`src/rtl/cpu_clock_sequencer_pkg.sv`:
```
// Shared definitions for the CPU clock sequencer: sequencer states and
// key request decoding with its priority order.
package cpu_clock_sequencer_pkg;

  typedef enum logic [1:0] {
    ST_HOLD = 2'd0,
    ST_RUN  = 2'd1,
    ST_HALT = 2'd2,
    ST_STEP = 2'd3
  } seq_state_e;

  typedef enum logic [2:0] {
    REQ_NONE  = 3'd0,
    REQ_RESET = 3'd1,
    REQ_HALT  = 3'd2,
    REQ_RUN   = 3'd3,
    REQ_STEP  = 3'd4
  } req_e;

  // Only the highest-priority request of a cycle is acted on: reset > halt > run > step.
  function automatic req_e pick_request(input logic rst_r, input logic halt_r,
                                        input logic run_r, input logic step_r);
    if (rst_r)       return REQ_RESET;
    else if (halt_r) return REQ_HALT;
    else if (run_r)  return REQ_RUN;
    else if (step_r) return REQ_STEP;
    else             return REQ_NONE;
  endfunction

endpackage

```
`src/rtl/cpu_clock_sequencer_key_conditioner.sv`:
```
// Board key conditioning: two-flop synchroniser, level debounce and a
// single-cycle pulse on each accepted press.
module key_conditioner #(
  parameter int DEBOUNCE = 120000
) (
  input  logic clk,
  input  logic rst,
  input  logic key_i,
  output logic press_o
);

  localparam int            CW       = $clog2(DEBOUNCE + 1);
  localparam logic [CW-1:0] CNT_LOAD = CW'(DEBOUNCE - 1);

  logic          meta_q;
  logic          sync_q;
  logic          level_q;
  logic          press_q;
  logic [CW-1:0] cnt_q;

  // cnt_q counts down the samples that disagree with the accepted level.
  always_ff @(posedge clk or posedge rst) begin
    if (rst) begin
      meta_q  <= 1'b0;
      sync_q  <= 1'b0;
      level_q <= 1'b0;
      press_q <= 1'b0;
      cnt_q   <= CNT_LOAD;
    end else begin
      meta_q  <= key_i;
      sync_q  <= meta_q;
      press_q <= 1'b0;
      if (sync_q == level_q) begin
        cnt_q <= CNT_LOAD;
      end else if (cnt_q == '0) begin
        level_q <= sync_q;
        press_q <= sync_q;
        cnt_q   <= CNT_LOAD;
      end else begin
        cnt_q <= cnt_q - 1'b1;
      end
    end
  end

  assign press_o = press_q;

endmodule

```
`src/rtl/cpu_clock_sequencer.sv`:
```
// Two-phase slow CPU clock generator with power-on/key reset sequencing
// and run/halt/single-step control from the board keys.
module cpu_clock_sequencer
  import cpu_clock_sequencer_pkg::*;
#(
  parameter int CLOCKDELAY    = 10000,
  parameter int POWERUP_DELAY = 1000000,
  parameter int RESET_HOLD    = 1000,
  parameter int DEBOUNCE      = 120000,
  parameter int START_RUNNING = 1
) (
  input  logic        clk,
  input  logic        reset,
  input  logic        key_run,
  input  logic        key_halt,
  input  logic        key_step,
  input  logic        key_reset,
  output logic        slowclk,
  output logic        slowclk90,
  output logic        reset_bar,
  output logic        running,
  output logic        halted,
  output logic [15:0] cycle_count
);

  localparam int HALF     = CLOCKDELAY + 1;
  localparam int PERIOD   = 2 * HALF;
  localparam int LAG      = HALF / 2;
  localparam int PW       = $clog2(PERIOD);
  localparam int HOLD_MAX = (POWERUP_DELAY > RESET_HOLD) ? POWERUP_DELAY : RESET_HOLD;
  localparam int HW       = $clog2(HOLD_MAX + 1);

  localparam logic [PW-1:0] PH_LAST  = PW'(PERIOD - 1);
  localparam logic [PW-1:0] PH_HALF  = PW'(HALF);
  localparam logic [PW-1:0] PH_LAG   = PW'(LAG);
  localparam logic [PW-1:0] PH_BOUND = PW'(LAG + HALF);
  localparam logic [HW-1:0] HOLD_PU  = HW'(POWERUP_DELAY);
  localparam logic [HW-1:0] HOLD_KEY = HW'(RESET_HOLD);

  // state   | meaning
  // HOLD    | reset_bar low, clocks low, hold counter running down
  // RUN     | free-running two-phase clock
  // HALT    | clocks parked at a cycle boundary, phase frozen
  // STEP    | one full cycle, then back to HALT at the next boundary
  seq_state_e    state_q, state_d;
  logic [HW-1:0] hold_q, hold_d;
  logic [PW-1:0] ph_q, ph_d, ph_next;
  logic [15:0]   cycle_count_q, cycle_count_d;
  logic          halt_pend_q, halt_pend_d;
  logic          reset_bar_q, reset_bar_d;
  logic          slowclk_q, slowclk90_q, running_q, halted_q;
  logic          run_p, halt_p, step_p, reset_p;
  logic          halt_now;
  req_e          req;

  key_conditioner #(.DEBOUNCE(DEBOUNCE)) u_key_run (
    .clk(clk), .rst(reset), .key_i(key_run), .press_o(run_p));
  key_conditioner #(.DEBOUNCE(DEBOUNCE)) u_key_halt (
    .clk(clk), .rst(reset), .key_i(key_halt), .press_o(halt_p));
  key_conditioner #(.DEBOUNCE(DEBOUNCE)) u_key_step (
    .clk(clk), .rst(reset), .key_i(key_step), .press_o(step_p));
  key_conditioner #(.DEBOUNCE(DEBOUNCE)) u_key_reset (
    .clk(clk), .rst(reset), .key_i(key_reset), .press_o(reset_p));

  always_comb begin
    state_d       = state_q;
    hold_d        = hold_q;
    ph_d          = ph_q;
    cycle_count_d = cycle_count_q;
    halt_pend_d   = halt_pend_q;
    reset_bar_d   = reset_bar_q;
    halt_now      = 1'b0;
    req           = pick_request(reset_p, halt_p, run_p, step_p);
    ph_next       = (ph_q == PH_LAST) ? '0 : ph_q + 1'b1;

    if (req == REQ_RESET) begin
      state_d       = ST_HOLD;
      hold_d        = HOLD_KEY;
      reset_bar_d   = 1'b0;
      cycle_count_d = '0;
      halt_pend_d   = 1'b0;
    end else begin
      case (state_q)
        ST_HOLD: begin
          if (hold_q == '0) begin
            reset_bar_d = 1'b1;
            if (START_RUNNING != 0) begin
              state_d       = ST_RUN;
              ph_d          = '0;
              cycle_count_d = 16'd1;
            end else begin
              state_d       = ST_HALT;
              ph_d          = PH_BOUND;
              cycle_count_d = '0;
            end
          end else begin
            hold_d = hold_q - 1'b1;
          end
        end
        ST_RUN: begin
          ph_d = ph_next;
          if (ph_next == '0) cycle_count_d = cycle_count_q + 16'd1;
          halt_now = halt_pend_q || (req == REQ_HALT);
          if (halt_now && ph_next == PH_BOUND) begin
            state_d     = ST_HALT;
            halt_pend_d = 1'b0;
          end else begin
            halt_pend_d = halt_now;
          end
        end
        ST_STEP: begin
          ph_d = ph_next;
          if (ph_next == '0) cycle_count_d = cycle_count_q + 16'd1;
          if (req == REQ_RUN)              state_d = ST_RUN;
          else if (ph_next == PH_BOUND)    state_d = ST_HALT;
        end
        ST_HALT: begin
          if (req == REQ_RUN)       state_d = ST_RUN;
          else if (req == REQ_STEP) state_d = ST_STEP;
        end
      endcase
    end
  end

  // Clock outputs are registered decodes of the next phase, so they switch
  // on the same edge as the state (and are forced low on entry to HOLD).
  always_ff @(posedge clk or posedge reset) begin
    if (reset) begin
      state_q       <= ST_HOLD;
      hold_q        <= HOLD_PU;
      ph_q          <= '0;
      cycle_count_q <= '0;
      halt_pend_q   <= 1'b0;
      reset_bar_q   <= 1'b0;
      slowclk_q     <= 1'b0;
      slowclk90_q   <= 1'b0;
      running_q     <= 1'b0;
      halted_q      <= 1'b0;
    end else begin
      state_q       <= state_d;
      hold_q        <= hold_d;
      ph_q          <= ph_d;
      cycle_count_q <= cycle_count_d;
      halt_pend_q   <= halt_pend_d;
      reset_bar_q   <= reset_bar_d;
      slowclk_q     <= (state_d != ST_HOLD) && (ph_d < PH_HALF);
      slowclk90_q   <= (state_d != ST_HOLD) && (ph_d >= PH_LAG) && (ph_d < PH_BOUND);
      running_q     <= (state_d == ST_RUN);
      halted_q      <= (state_d == ST_HALT);
    end
  end

  assign slowclk     = slowclk_q;
  assign slowclk90   = slowclk90_q;
  assign reset_bar   = reset_bar_q;
  assign running     = running_q;
  assign halted      = halted_q;
  assign cycle_count = cycle_count_q;

endmodule
```
`config.mk`:
```
export PLATFORM = sky130hd
export DESIGN_NAME = cpu_clock_sequencer
export DESIGN_NICKNAME = d
export VERILOG_FILES = /design/src/rtl/cpu_clock_sequencer_pkg.sv /design/src/rtl/cpu_clock_sequencer_key_conditioner.sv /design/src/rtl/cpu_clock_sequencer.sv
export SDC_FILE = /design/constraint.sdc
export NUM_CORES = 1
export LEC_CHECK = 0
export CAP_MARGIN = 15
export CORE_MARGIN = 4
export CORE_UTILIZATION = 65
export CTS_CLUSTER_DIAMETER = 120
export DETAILED_ROUTE_END_ITERATION = 16
export HOLD_SLACK_MARGIN = 0.15
export PLACE_DENSITY = 0.84
export SYNTH_ARGS = -nofsm -noshare
export SYNTH_HDL_FRONTEND = slang
export SYNTH_SLANG_ARGS = --single-unit
```
`constraint.sdc`:
```
create_clock -name clk -period 11.7 [get_ports clk]
set_input_delay 1.17 -clock clk [delete_from_list [all_inputs] [get_ports clk]]
set_output_delay 1.17 -clock clk [all_outputs]
set_load 0.01 [all_outputs]
```
### Word level (Yosys, flattened, before mapping)

Index checks and enable logic that the tools add are counted.

* bits in registers: 143
* input bits: 6
* output and inout bits: 21
* logic and storage cells: 132

* add/sub/neg operators: 7
* $lt $le $gt $ge: 3
* equality and inequality tests: 18
* muxes and demuxes: 45
* bitwise logic cells: 4
* reduce and logical (&&, ||, !) cells: 25

Operators with widths (number)
* 17-bit 2-to-1 mux: 8
* 17-bit zero test: 4
* 17-bit by 1-bit subtractor with 17-bit output (second input constant): 4
* 20-bit 2-to-1 mux: 3
* 16-bit 2-to-1 mux: 3
* 15-bit 2-to-1 mux: 3
* 16-bit case mux with 2 select lines: 1
* 15-bit by 14-bit < comparator with 1-bit output (second input constant): 2
* 15-bit case mux with 2 select lines: 1
* 20-bit zero test: 1
* 20-bit by 1-bit subtractor with 20-bit output (second input constant): 1
* 16-bit by 1-bit adder with 16-bit output (second input constant): 1
* 15-bit by 1-bit adder with 15-bit output (second input constant): 1
* 15-bit by 14-bit == test with 1-bit output (second input constant): 1
* 15-bit == test (second input constant): 1
* 15-bit by 13-bit >= comparator with 1-bit output (second input constant): 1
* 15-bit zero test: 1
* 1-bit 2-to-1 mux: 14
* 2-bit 2-to-1 mux: 7
* 3-bit 2-to-1 mux: 4
* 2-bit AND reduction: 6
* 2-bit case mux with 4 select lines: 1
* 2-bit nonzero test: 4
* 2-bit == test (second input constant): 3
* other kinds (15): 26

### Logic depth before layout (Yosys ltp)

* depth after elaboration: 13
* mapped depth: 12
* mapped depth without buffers: 10

### Hierarchy

From an unflattened synthesis, not the netlist that was laid out.

* cell total of the unflattened synthesis: 800
* area total of the unflattened synthesis: 7756.2 um2

Modules (own cells, without submodules)
* key_conditioner: instances 4, cells each 92, area an instance 1018.5 um2, seq. area each 540.5 um2
* cpu_clock_sequencer: instances 1, cells each 432, area an instance 3682.3 um2, seq. area each 1485.2 um2

### Worst setup path after synthesis

Ideal clock, no wire load.

* path kind: reg2reg
* from: reg ph_q[0]
* to: reg cycle_count_q[8], in the netlist cycle_count[8]
* library setup time: 0.078 ns
* data arrival time: 2.787 ns
* required time: 11.622 ns
* slack: 8.835 ns
* cell stages (with the launch flop): 11
* period minus slack after synthesis: 2.865 ns
* path through: dfrtp_1 > buf_2 > nand3_2 > or4_4 > mux2_4 > o32a_1 > o21ai_2 > nand2_2 > buf_6 > or4_1 > a21oi_1

* word-level cells in the longest chain between the ends: 5
* elaborated cells on any way between the ends: 6
* those cells by class: add/sub (1); eq/ne (2); mux (1); reduce/logical (2)

RTL lines
* from (decl): RTL line cpu_clock_sequencer.sv:47 `logic [PW-1:0] ph_q, ph_d, ph_next;`
* from (signal assigned): RTL line cpu_clock_sequencer.sv:142 `ph_q <= ph_d;`
* 15-bit by 1-bit adder with 15-bit output / 15-bit == test (equally long branches): RTL line cpu_clock_sequencer.sv:74 `ph_next = (ph_q == PH_LAST) ? '0 : ph_q + 1'b1;`
* 15-bit 2-to-1 mux (*): RTL line cpu_clock_sequencer.sv:74
* 15-bit zero test (*): RTL line cpu_clock_sequencer.sv:102, cpu_clock_sequencer.sv:113
* 3-bit by 1-bit inequality test with 1-bit output (no line) (*)
* 3-bit AND reduction (no line) (*)
* to (signal assigned): RTL line cpu_clock_sequencer.sv:143 `cycle_count_q <= cycle_count_d;`
* to (decl): RTL line cpu_clock_sequencer.sv:48 `logic [15:0] cycle_count_q, cycle_count_d;`

Mark *: on every way between the ends. The rest lies on a longest branch, timed or not.
A chain may end at the register's enable or synchronous reset.

### Worst setup path after layout

* from: reg ph_q[3]
* to: reg cycle_count_q[10], in the netlist cycle_count[10]

Same word-level chain as after synthesis.

==> summary.md <==
| Metric | Value |
|---|---|
| Status | `finished clean` |
| Synth Cell Area | `7240 sq um` |
| M2 GR Usage | `44.5%` |
| Finished Core Util | `between 70 and 80%` |
| Critical Path Start Type | `flop` |
| Clock root cell | `clkbuf_8` |
| Die width | `roughly 110 um` |
| Clock Path Buffers | `2` |
| DIE HEIGHT | `114 um` |
| Layout cell share with drive strength beyond 1 | `between 10% and 20%` |
| RePlAce Congestion | `0.918` |
| Antenna violations before repair | `0` |
| Drt first-iter violations | `480` |
| Clk_skew | `0.00707 ns` |
| Worst Hold Class | `flop to flop` |
| Max cap viols | `0` |
| Crit Path Class | `flop to flop` |
| Via Count | `5,673` |
| Final worst path period need | `3.74 ns` |
| DRT Wirelength | `15,500 um` |
| Slew @ Worst Pin | `1.05 ns` |
| GR peak layer | `met2` |
| Ys Warns | `0` |
| F_max | `roughly 270 MHz` |
| Final setup viols | `0` |
| DP HPWL | `10,300 um` |
| Layout area overhead | `12.6%` |
| DR pass1 iterations | `5` |
| Most common cell in the netlist | `nand2_1` |
| Setup bufs post-CTS | `0` |
| Synth Register Bits | `143` |
| CTS tree | `built` |
| P_leak | `3.34 nW` |
| Yosys top cell area share | `a little over 30%` |
| Synth cell types | `67` |
| RSZ-0062 raised after global routing | `false` |
| PostCTS Resize Cnt | `0` |
| WL per Instance | `16.7 um` |
| DP Worst Slack | `8.01 ns` |
| Row count | `38` |
| Htree depth | `4` |
| Synth Instances | `759` |
| Total Nets Final | `790` |
| Mean post-synth cell area | `between 9 and 10 sq um` |
| Vias per cell | `6.11` |
| # IOs | `27` |
| GR Layer Usage met1 | `around 33%` |
| Top FF cell, synth | `dfrtp_1` |
| Initial core utilization | `66.5%` |
| EDFF count, synth | `0` |
| Largest net degree at the start of global routing | `a little over 90` |
| Slack of the critical path | `7.96 ns` |
| Data arrival time of the critical path | `between 4 and 5 ns` |
| Num CTS Buffers | `17` |
| Number of global-route vias before repair | `5,817` |
| Core area | `10,900 sq um` |
| Rel. slew slack | `around 30%` |
| Tot Pwr | `1.07 mW` |
| Sequential area share after synthesis | `50.4%` |
| Critical Path RT | `12.14 ns` |
| I/O Buffers | `26` |
| VDD IR-drop max | `0.131 mV` |
| Clk Latency, worst-skew pair | `0.52 ns` |
| Clock Pin Slew Worst Setup and Hold Paths | `0.06 ns` |
| Die area | `12,900 sq um` |
| DRC viols | `0` |
| GRT Util Overall | `between 20% and 30%` |
| Met3 Resource Use GR | `4.77%` |
| First-pass GRT wire length | `27,200 um` |
| GR Overflow Total | `0` |
| Synth top cells by count | `nand2_1 (112), dfrtp_1 (88), nor2_1 (84)` |
| Syn Nets | `773` |
| Cell taking the most area after synthesis | `dfrtp_1` |
| Hold Vio Cnt, Final | `0` |
| Max Slew Vio Count | `0` |
| Clk sink count | `143` |
| Final period utilization | `32.0%` |
| Hold-fix buffer count after cts | `0` |
| Top cells by area, synth | `dfrtp_1 (30%), dfstp_2 (20%), nand2_1 (5.8%), xnor2_1 (4.8%), nor2_1 (4.4%)` |
| Largest fanout on the critical path | `22` |
| Async S/R FF share, synth | `100%` |
| Setup TNS | `0 ns` |
| Crit. End Element | `flop` |
| Final antenna-violating net count | `0` |
| Pwr Density | `131 nW/um^2` |
| Diode count | `0` |
-- layout make-up --
class	count	area [sq um]
repair buffers	28	275
inverters	19	76.3
multi-input cells	567	3390
fillers	736	2740
well taps	140	175
clock inverters	10	138
clock buffers	22	454
flip-flops and latches	143	3650
-- power breakdown --
group | switching [mW] | leakage [nW] | internal [mW]
combinational | 0.0165 | 1.32 | 0.00597
clock | 0.206 | 0.272 | 0.337
sequential | 0.00347 | 1.75 | 0.503
total | 0.226 | 3.34 | 0.846
-- flip-flops by register name (all words and copies together), names as in the netlist, 2 cells and up --
register           count
ph_q                  15
u_key_run.cnt_q       17
u_key_step.cnt_q      17
u_key_reset.cnt_q     17
cycle_count           16
state_q                2
hold_q                20
u_key_halt.cnt_q      17
-- per-layer routing --
metal / part of all wire (%) / vias to the layer above / wire, um
met5: 0 / - / 0
met4: 2.4 / 0 / 366
met3: 4.6 / 37 / 711
met2: 51 / 157 / 7900
met1: 42 / 2783 / 6560
li1: - / 2696 / -
-- cells in the final DEF, fill, tap and decap left out, types with 4 or more instances in the layout --
cell type	n
nand4_1	11
clkbuf_1	4
mux2_2	4
o21ai_1	5
dfstp_2	55
a21o_1	5
xnor2_1	40
or4_1	17
or3_1	24
nor3b_1	7
or2_2	4
clkdlybuf4s50_1	26
nor4_1	21
nand4b_1	4
or2_1	5
clkinvlp_4	5
a31oi_1	5
nor3_1	24
xor2_1	35
o21a_1	4
inv_1	17
nor4b_1	7
nand3_1	24
nand2b_1	6
and2_1	8
clkbuf_16	17
dfrtp_1	88
a21oi_1	24
and3_1	6
a211oi_1	6
nor2b_1	5
o31ai_1	9
nor2_1	84
nand2_1	112
o21ai_0	16
ha_1	8
-- critical path, stage by stage (launching register included) --
cell and delay, ns:
dfrtp_1 0.61, nand4_1 0.46, or4_4 0.68, mux2_4 0.31, o32a_1 0.30, o21ai_2 0.26
nand2_2 0.28, or4_1 0.56, a21oi_1 0.19
-- through the flow --
stage,hold slack (ns),cell area (sq um),instances
CTS,0.348,8150,929
detailed placement,0.335,7560,897
global route,0.367,8150,929
global placement,0.335,7560,897
finish,0.344,8150,929
floorplan,0.331,7240,759
-- cell families (layout without fill, tap and decap cells) --
family	Yosys count	after routing	share of synthesized area [%]
AND/OR/NAND/NOR	378	378	26.2
multiplexers	6	6	0.985
buffers and inverters	49	79	2.82
flip-flops	143	143	50.4
AO/OA/AOI/OAI	100	100	9.13
XOR/XNOR	75	75	9.08
adder cells (fa/ha/maj)	8	8	1.38
-- worst paths after layout --
check / endpoint / startpoint / depth (start not counted) / slack [ns]
worst min register to register: u_key_reset.sync_q$_DFF_PP0_ / u_key_reset.meta_q$_DFF_PP0_ / 0 / 0.34
worst min-delay path: u_key_reset.sync_q$_DFF_PP0_ / u_key_reset.meta_q$_DFF_PP0_ / 0 / 0.34
min in group asynchronous: halted$_DFF_PP0_ / reset / 2 / 1.05
worst max-delay path: cycle_count[10]$_DFFE_PP0P_ / ph_q[3]$_DFF_PP0_ / 8 / 7.96
worst max register to register: cycle_count[10]$_DFFE_PP0P_ / ph_q[3]$_DFF_PP0_ / 8 / 7.96
max in group asynchronous: u_key_halt.cnt_q[11]$_DFF_PP0_ / reset / 3 / 9.23
No activity file was read; power rests on OpenSTA's default activity.
